<file path="config.mk">
export PLATFORM = sky130hd
export DESIGN_NAME = gray_frame_streamer
export DESIGN_NICKNAME = d
export VERILOG_FILES = /design/src/rtl/gray_frame_streamer.sv
export SDC_FILE = /design/constraint.sdc
export NUM_CORES = 1
export LEC_CHECK = 0
export ABC_AREA = 1
export CELL_PAD_IN_SITES_DETAIL_PLACEMENT = 1
export CELL_PAD_IN_SITES_GLOBAL_PLACEMENT = 2
export CORE_ASPECT_RATIO = 0.7
export CORE_UTILIZATION = 30
export CTS_CLUSTER_DIAMETER = 60
export DETAILED_ROUTE_END_ITERATION = 12
export PLACE_DENSITY = 0.77
export SLEW_MARGIN = 20
export SYNTH_ARGS = -nofsm -noshare
export SYNTH_HDL_FRONTEND = slang
export SYNTH_SLANG_ARGS = --single-unit
</file>
<file path="constraint.sdc">
create_clock -name clock -period 2 [get_ports clock]
set_clock_uncertainty 0.05 [all_clocks]
set_input_delay 0.3 -clock clock [delete_from_list [all_inputs] [get_ports clock]]
set_output_delay 0.3 -clock clock [all_outputs]
set_load 0.005 [all_outputs]
</file>
<file path="src/rtl/gray_frame_streamer.sv">
// Streams a grayscale frame from a registered-read RAM as valid/ready bytes, raster order from address 0.
// Reads are throttled so in-flight reads plus buffered pixels never exceed a 2-entry FIFO.
//
// state  | meaning
// IDLE   | waiting for io_start
// STREAM | issuing reads, emitting beats
// DRAIN  | all reads issued, emptying pipeline
// DONE   | one-cycle io_done pulse
module gray_frame_streamer #(
    parameter int ADDR_WIDTH  = 18,
    parameter int DATA_WIDTH  = 8,
    parameter int PIXEL_COUNT = 262144
) (
    input  logic                  clock,
    input  logic                  reset,
    input  logic                  io_start,
    output logic                  io_busy,
    output logic                  io_done,
    output logic [ADDR_WIDTH-1:0] io_ram_addr,
    input  logic [DATA_WIDTH-1:0] io_ram_data,
    output logic                  io_out_valid,
    input  logic                  io_out_ready,
    output logic [DATA_WIDTH-1:0] io_out_data,
    output logic                  io_out_last
);

    typedef enum logic [1:0] {S_IDLE, S_STREAM, S_DRAIN, S_DONE} state_t;

    // One extra bit so a full 2^ADDR_WIDTH frame compares correctly.
    localparam logic [ADDR_WIDTH:0] LP_LAST = (ADDR_WIDTH+1)'(PIXEL_COUNT - 1);

    state_t                r_state;
    state_t                w_next_state;
    logic [ADDR_WIDTH:0]   r_issue_cnt;
    logic                  r_inflight;
    logic                  r_inflight_last;
    logic [DATA_WIDTH-1:0] r_fifo_data [2];
    logic [1:0]            r_fifo_last;
    logic                  r_rd_ptr;
    logic                  r_wr_ptr;
    logic [1:0]            r_fifo_cnt;

    logic [1:0]            w_occ;
    logic                  w_fire;
    logic                  w_issue;
    logic                  w_issue_last;

    assign io_out_valid = (r_fifo_cnt != 2'd0);
    assign io_out_data  = r_fifo_data[r_rd_ptr];
    assign io_out_last  = io_out_valid & r_fifo_last[r_rd_ptr];
    assign io_ram_addr  = r_issue_cnt[ADDR_WIDTH-1:0];

    assign w_fire       = io_out_valid & io_out_ready;
    assign w_occ        = r_fifo_cnt + 2'(r_inflight);
    assign w_issue      = (r_state == S_STREAM) &&
                          ((w_occ < 2'd2) || ((w_occ == 2'd2) && w_fire));
    assign w_issue_last = w_issue && (r_issue_cnt == LP_LAST);

    always_ff @(posedge clock) begin
        if (reset) begin
            r_state <= S_IDLE;
        end else begin
            r_state <= w_next_state;
        end
    end

    always_comb begin
        w_next_state = r_state;
        case (r_state)
            S_IDLE:   if (io_start) w_next_state = S_STREAM;
            S_STREAM: if (w_issue_last) w_next_state = S_DRAIN;
            S_DRAIN:  if (w_fire && io_out_last) w_next_state = S_DONE;
            S_DONE:   w_next_state = S_IDLE;
            default:  w_next_state = S_IDLE;
        endcase
    end

    always_comb begin
        io_busy = 1'b0;
        io_done = 1'b0;
        case (r_state)
            S_STREAM: io_busy = 1'b1;
            S_DRAIN:  io_busy = 1'b1;
            S_DONE:   io_done = 1'b1;
            default:  ;
        endcase
    end

    // Address holds at the last pixel once issued; cleared on the way back to idle.
    always_ff @(posedge clock) begin
        if (reset) begin
            r_issue_cnt     <= '0;
            r_inflight      <= 1'b0;
            r_inflight_last <= 1'b0;
        end else begin
            if (r_state == S_DONE) begin
                r_issue_cnt <= '0;
            end else if (w_issue && !w_issue_last) begin
                r_issue_cnt <= r_issue_cnt + 1'b1;
            end
            r_inflight      <= w_issue;
            r_inflight_last <= w_issue_last;
        end
    end

    always_ff @(posedge clock) begin
        if (reset) begin
            for (int i = 0; i < 2; i++) r_fifo_data[i] <= '0;
            r_fifo_last <= '0;
            r_rd_ptr    <= 1'b0;
            r_wr_ptr    <= 1'b0;
            r_fifo_cnt  <= 2'd0;
        end else begin
            if (r_inflight) begin
                r_fifo_data[r_wr_ptr] <= io_ram_data;
                r_fifo_last[r_wr_ptr] <= r_inflight_last;
                r_wr_ptr              <= ~r_wr_ptr;
            end
            if (w_fire) begin
                r_rd_ptr <= ~r_rd_ptr;
            end
            case ({r_inflight, w_fire})
                2'b10:   r_fifo_cnt <= r_fifo_cnt + 2'd1;
                2'b01:   r_fifo_cnt <= r_fifo_cnt - 2'd1;
                default: r_fifo_cnt <= r_fifo_cnt;
            endcase
        end
    end

endmodule

</file>
==> results of run 1 <==
[worst register-to-register path, stage by stage, from the launching register on]
cell	delay, ns
dfxtp_1	0.41
ha_1	0.26
inv_1	0.05
nand3_1	0.07
nand2_1	0.12
nand2_2	0.11
a21oi_4	0.22
buf_4	0.21
nand2_1	0.09
a21oi_2	0.11
[power by group]
part	switching [mW]	internal, mW	leakage, nW
sequential	0.0931	1.07	0.409
combinational	0.489	0.416	0.737
clock	0.383	0.470	0.0704
total	0.965	1.96	1.22
[registers in the layout (all words and copies together), names as in the netlist, named ones only]
signal,flops
r_wr_ptr,1
r_inflight_last,1
r_rd_ptr,1
r_state,2
r_issue_cnt,19
r_fifo_last,2
r_inflight,1
r_fifo_cnt,2
r_fifo_data,16
[layer usage]
| metal | vias up | global-route usage, % | wire length (microns) |
|---|---|---|---|
| met2 | 28 | 20.7 | 2400 |
| met4 | 0 | 2.80 | 23 |
| li1 | 1027 | - | - |
| met3 | 2 | 3.34 | 188 |
| met5 | - | 0 | 0 |
| met1 | 914 | 22.0 | 3330 |
[how the worst max path moves through the flow]
stage | start | to | slack (ns) | cells after the start
after global routing | register | io_out_data[1] | 0.01 | 2
after global placement | io_out_ready | r_fifo_cnt[1] | 0.18 | 8
final | register | io_out_data[1] | 0.10 | 2
after detailed placement | io_out_ready | r_issue_cnt[9] | 0.11 | 8
after CTS | register | io_out_data[1] | 0.07 | 2
after floorplan | r_issue_cnt[0] | r_issue_cnt[12] | 0.37 | 10
[final cells by class]
cell class,instances,area (sq um)
clock buffers,5,125
clock inverters,3,25.0
fillers,961,4920
inverters,29,109
multi-input cells,206,1200
flip-flops and latches,46,1080
well taps,101,126
repair buffers,51,485
[per-stage QoR]
step,area [sq um],worst slack [ns],utilization [%],hold WS (ns),power [mW]
2_1_floorplan,2570,0.374,-,0.322,1.76
3_3_place_gp,3000,0.178,37.2,0.379,2.08
3_5_place_dp,3000,0.109,37.2,0.388,2.10
4_1_cts,3150,0.0690,39.0,0.403,2.97
5_1_grt,3150,0.0135,39.0,0.435,3.14
6_report,3150,0.101,39.0,0.400,2.93
[cells in the mapped netlist]
cell type / instances / share of area (%)
nand2_1: 58 / 8.5
nor2_1: 43 / 6.3
dfxtp_1: 30 / 23
inv_1: 22 / 3.2
buf_4: 18 / 5.3
a21oi_1: 17 / 3.3
edfxtp_1: 16 / 19
nand3_1: 14 / 2.7
nand2_2: 12 / 2.9
a21oi_2: 9 / 3.1
xor2_1: 9 / 3.1
mux2_2: 8 / 3.5
o21ai_0: 8 / 1.6
ha_1: 7 / 3.4
xnor2_1: 7 / 2.4
inv_2: 6 / 0.88
nor2_4: 4 / 1.8
clkbuf_1: 3 / 0.44
nand2_4: 2 / 0.88
nor3_1: 2 / 0.39
a21oi_4: 1 / 0.63
and2_1: 1 / 0.24
buf_12: 1 / 0.78
buf_6: 1 / 0.44
clkinv_1: 1 / 0.15
nand2_8: 1 / 0.78
nand4_1: 1 / 0.24
nor2_8: 1 / 0.78
o22ai_1: 1 / 0.24
[cells by family (layout without fill, tap and decap cells)]
| kind of cell | after synthesis | count (layout) | share of synthesized area, % |
|---|---|---|---|
| buffers and inverters | 52 | 88 | 11.2 |
| XOR/XNOR | 16 | 16 | 5.46 |
| AND/OR/NAND/NOR | 139 | 139 | 25.5 |
| adder cells (fa/ha/maj) | 7 | 7 | 3.41 |
| flip-flops | 46 | 46 | 42.1 |
| multiplexers | 8 | 8 | 3.51 |
| AO/OA/AOI/OAI | 36 | 36 | 8.83 |
[what timing repair did]
action                                  4_1_cts  5_1_grt
endpoints found under the setup margin        8        0
hold buffers                                  0        0
gates resized for setup                       1        0
==> impl_metrics.py, run 1 <==
metrics = {
    "outcome": {
        "outcome": "complete, no violations",
    },
    "sta": {
        "tightest_slew_ns": 0.410,
        "min_period_over_period_pct": 95.0,
        "slew_headroom_pct": 72.6,
        "finalHoldViolations": 0,
        "period_needed_ns": 1.90,
        "slew_violations": 0,
        "finalSetupTns_ns": 0,
        "setup_violations": 0,
        "max_freq_ghz": 0.526,
        "rsz0062_at_grt": "false",
    },
    "cts": {
        "htreeDepth": 2,
        "cts_setup_buffers": 0,
        "cts_root_buffer": "clkbuf_16",
        "clock_path_buffers": 2,
        "tritoncts": "done",
        "clkSlewWorstSetupHoldPaths_ns": 0.07,
        "insertion_delay_ns": 0.29,
        "cts_buffers": 5,
        "cts_sinks": 46,
    },
    "logic_synthesis": {
        "syn_avg_cell_area_sq_um": 8.44,
        "ys_seq_area_share_pct": 42.1,
        "ys_warn_count": 0,
        "post_synth_num_cell_types": 29,
        "synthCells": 304,
        "syn-cell-area_sq_mm": 0.00257,
        "ys_seq_elements": 46,
        "synth_fp_nets": 323,
    },
    "setup_path": {
        "cp_slowest_stage_delay_ns": 0.45,
        "r2r_slack_ns": 0.25,
        "worstSetupPathType": "register to output port",
        "path_cells": "mux2_2 -> clkdlybuf4s50_1",
        "reg2regPathDepth": 9,
        "crit_arrival_ns": 1.55,
        "critical_path.slowest_cell": "dfxtp_2",
        "crit_buf_inv": 1,
        "critPathMaxFanout": 8,
        "crit_family": "flip-flops",
        "r2r-end": "r_issue_cnt[9]",
        "critPathLaunchType": "register",
        "r2r-start": "r_fifo_cnt[0]",
        "critPathRequiredTime_ns": 1.65,
        "end_kind": "output port",
    },
    "floorplanning": {
        "die_y_microns": 79.4,
        "dieArea_sq_mm": 0.00893,
        "core_sq_mm": 0.00807,
        "start_util_pct": 31.8,
        "rows": 27,
        "die_w_microns": 113,
        "ioPinCount": 42,
    },
    "place": {
        "routabilityCongestion": 0.793,
        "portBuffers": 41,
        "hpwl_microns": 4590,
        "dpl.cell_count": 433,
    },
    "drt": {
        "drtIter0Drc": 41,
        "drt_pass1_iterations": 4,
        "vias": 1971,
        "viasPerCell": 4.47,
        "final_antenna_net_count": 0,
        "drt-total-wl_microns": 5940,
        "routedWlPerCell_microns": 13.5,
        "drcViolationCount": 0,
    },
    "grt": {
        "grt_pass1_wl_microns": 10100,
        "grt_overflow": 0,
        "grt_max_degree": 20,
        "grt_usage_pct": 14.6,
        "first_global_vias": 1958,
        "antenna_found_initial": 0,
    },
    "final_layout": {
        "layout_commonest_cell": "nand2_1",
        "syn2layout_area_growth_pct": 22.8,
        "layout_common_cells": "58 x nand2_1, 43 x nor2_1, 41 x clkdlybuf4s50_1, 29 x dfxtp_1, 22 x inv_1",
        "diodes": 0,
        "final_cells": 441,
        "drive_above_1_share_pct": 18.5,
        "fin_nets": 358,
    },
    "run": {
        "drv_cap": 0,
    },
    "min_path": {
        "hold_path_end": "r_issue_cnt[18]",
        "hold_path_startpoint": "r_issue_cnt[18]",
        "hp-class": "register to register",
        "hold_depth": 2,
    },
    "power_and_ir_drop": {
        "power.density_mw_per_mm2": 928,
        "peakVddDrop_mv": 0.383,
        "p_leak_nw": 1.22,
    },
}
(Power assumes the default switching activity.)
==> run 2, diff against run 1 <==
--- a/config.mk
+++ b/config.mk
@@ -6,13 +6,13 @@
 export NUM_CORES = 1
 export LEC_CHECK = 0
 export ABC_AREA = 1
-export CELL_PAD_IN_SITES_DETAIL_PLACEMENT = 1
-export CELL_PAD_IN_SITES_GLOBAL_PLACEMENT = 2
+export CELL_PAD_IN_SITES_DETAIL_PLACEMENT = 0
+export CELL_PAD_IN_SITES_GLOBAL_PLACEMENT = 1
 export CORE_ASPECT_RATIO = 0.7
 export CORE_UTILIZATION = 30
 export CTS_CLUSTER_DIAMETER = 60
 export DETAILED_ROUTE_END_ITERATION = 12
-export PLACE_DENSITY = 0.77
+export PLACE_DENSITY = 0.64
 export SLEW_MARGIN = 20
 export SYNTH_ARGS = -nofsm -noshare
 export SYNTH_HDL_FRONTEND = slang
==> run 2 against run 1 <==
- sequential share of layout area is essentially flat
- critical path depth is the same
- critical path type unchanged
- design area grew 0.12%
- first-iteration DRC count grew 100%
- non-clock buffer count grew 1
- largest power group unchanged
==> impl_metrics.py, run 2 (synthesis results as in run 1) <==
metrics = {
    "drt": {
        "drtIter0Drc": 82,
        "vias": 1927,
        "viasPerCell": 4.36,
        "routedWlPerCell_microns": 12.0,
        "dr.max_layer_used": "met4",
        "final_antenna_net_count": 0,
        "drcViolationCount": 0,
        "drt-total-wl_microns": 5300,
        "drt_pass1_iterations": 4,
        "dr_wl_met3_microns": 217,
        "wl_met2_microns": 1980,
        "wl_met1_microns": 3030,
    },
    "floorplanning": {
        "dieArea_sq_mm": 0.00893,
        "die_w_microns": 113,
        "ioPinCount": 42,
        "start_util_pct": 31.8,
        "core_sq_mm": 0.00807,
        "rows": 27,
        "die_y_microns": 79.4,
    },
    "final_layout": {
        "top_regs": "r_issue_cnt (19), r_fifo_data (16)",
        "layout_common_cells": "58 x nand2_1, 43 x nor2_1, 41 x clkdlybuf4s50_1, 29 x dfxtp_1, 22 x inv_1",
        "fillCellCount": 855,
        "largest_reg_flops": 19,
        "layout_commonest_cell": "nand2_1",
        "top_register": "r_issue_cnt",
        "diodes": 0,
        "syn2layout_area_growth_pct": 23.0,
        "fin_nets": 359,
        "final_cells": 442,
        "drive_above_1_share_pct": 18.8,
    },
    "min_path": {
        "hp-class": "register to register",
        "hold_path_end": "r_issue_cnt[18]",
        "hold_path_startpoint": "r_issue_cnt[18]",
        "hold_depth": 2,
    },
    "sta": {
        "max_freq_ghz": 0.524,
        "slew_headroom_pct": 72.0,
        "setup_violations": 0,
        "finalSetupTns_ns": 0,
        "whs_ns": 0.399,
        "tightest_slew_ns": 0.419,
        "finalHoldViolations": 0,
        "period_needed_ns": 1.91,
        "rsz0062_at_grt": "false",
        "min_period_over_period_pct": 95.4,
        "slew_violations": 0,
    },
    "power_and_ir_drop": {
        "sw_frac_of_total_pct": 32.0,
        "clockPowerShare_pct": 28.9,
        "seqPwrFrac_pct": 40.5,
        "p_leak_nw": 1.22,
        "p_comb_share_pct": 30.6,
        "internal_power_mw": 1.95,
        "peakVddDrop_mv": 0.472,
        "power.switching_uw": 917,
        "power.density_mw_per_mm2": 909,
    },
    "cts": {
        "tritoncts": "done",
        "clock_path_buffers": 2,
        "insertion_delay_ns": 0.29,
        "cts_sinks": 46,
        "cts_buffers": 5,
        "htreeDepth": 2,
        "cts_setup_buffers": 0,
        "cts_root_buffer": "clkbuf_16",
        "clkSlewWorstSetupHoldPaths_ns": 0.06,
    },
    "place": {
        "hpwl_microns": 4060,
        "dpl.cell_count": 434,
        "routabilityCongestion": 0.801,
        "portBuffers": 41,
    },
    "setup_path": {
        "end_kind": "output port",
        "critPathMaxFanout": 8,
        "r2r_slack_ns": 0.39,
        "reg2regPathDepth": 9,
        "worstSetupPathType": "register to output port",
        "r2r-start": "r_inflight",
        "crit_arrival_ns": 1.56,
        "critPathRequiredTime_ns": 1.65,
        "r2r-end": "r_issue_cnt[0]",
        "critPathLaunchType": "register",
    },
    "run": {
        "drv_cap": 0,
    },
    "grt": {
        "antenna_found_initial": 0,
        "grt_overflow": 0,
        "first_global_vias": 1794,
        "grt_usage_pct": 13.0,
        "grt_pass1_wl_microns": 8880,
        "grt_max_degree": 20,
    },
    "outcome": {
        "outcome": "complete, no violations",
    },
}
[run 2: cell count changes in the layout (fill, tap and decap cells not counted), sizes merged]
| cell | before | now |
|---|---|---|
| clkinvlp | 1 | 2 |
| buf | 10 | 11 |
| inv | 29 | 28 |
[run 2: worst max-delay path by stage]
stage                                  to  slack, ns  cells past startpoint
final                      io_out_data[0]       0.09                      2
after floorplan           r_issue_cnt[12]       0.37                     10
after CTS                  io_out_data[0]       0.07                      2
after global placement      r_fifo_cnt[1]       0.20                      8
after detailed placement    r_fifo_cnt[1]       0.18                      8
after global routing       io_out_data[0]      0.009                      2
[run 2: worst max-delay path, cell delays in order (launching register included)]
cell,delay (ns)
dfxtp_2,0.45
mux2_2,0.38
clkdlybuf4s50_1,0.44
[run 2: power groups by stage]
stage	registers [mW]	logic (mW)	clock network [mW]
2_1_floorplan	1.15	0.612	0
6_report	1.16	0.879	0.828
3_3_place_gp	1.18	0.894	0
5_1_grt	1.18	0.995	0.901
3_5_place_dp	1.18	0.891	0
4_1_cts	1.16	0.897	0.855
[run 2: stage by stage]
stage	setup WS, ns	power (mW)	util, %	cell area (sq um)
floorplan	0.374	1.76	-	2570
global placement	0.202	2.08	37.3	3010
detailed placement	0.178	2.07	37.3	3010
CTS	0.0741	2.92	39.1	3160
global route	0.00853	3.08	39.1	3160
finish	0.0927	2.87	39.1	3160
[run 2: routing by layer]
layer / track usage (%) / vias to the layer above
met5: 0 / -
met4: 4.40 / 0
met3: 3.42 / 8
met2: 17.0 / 32
met1: 19.9 / 865
li1: - / 1022
[run 2: layout make-up]
class | count | area [sq um] | share of cell area (%)
Multi-Input combinational cell | 206 | 1200 | 38.0
Clock buffer | 5 | 125 | 3.97
Clock inverter | 3 | 21.3 | 0.674
Tap cell | 101 | 126 | 4.00
Sequential cell | 46 | 1080 | 34.3
Timing Repair Buffer | 52 | 493 | 15.6
Inverter | 29 | 109 | 3.45
[run 2: what timing repair did]
action,CTS,global route
setup endpoints to repair,8,0
hold buffers,0,0
resized for setup,1,0
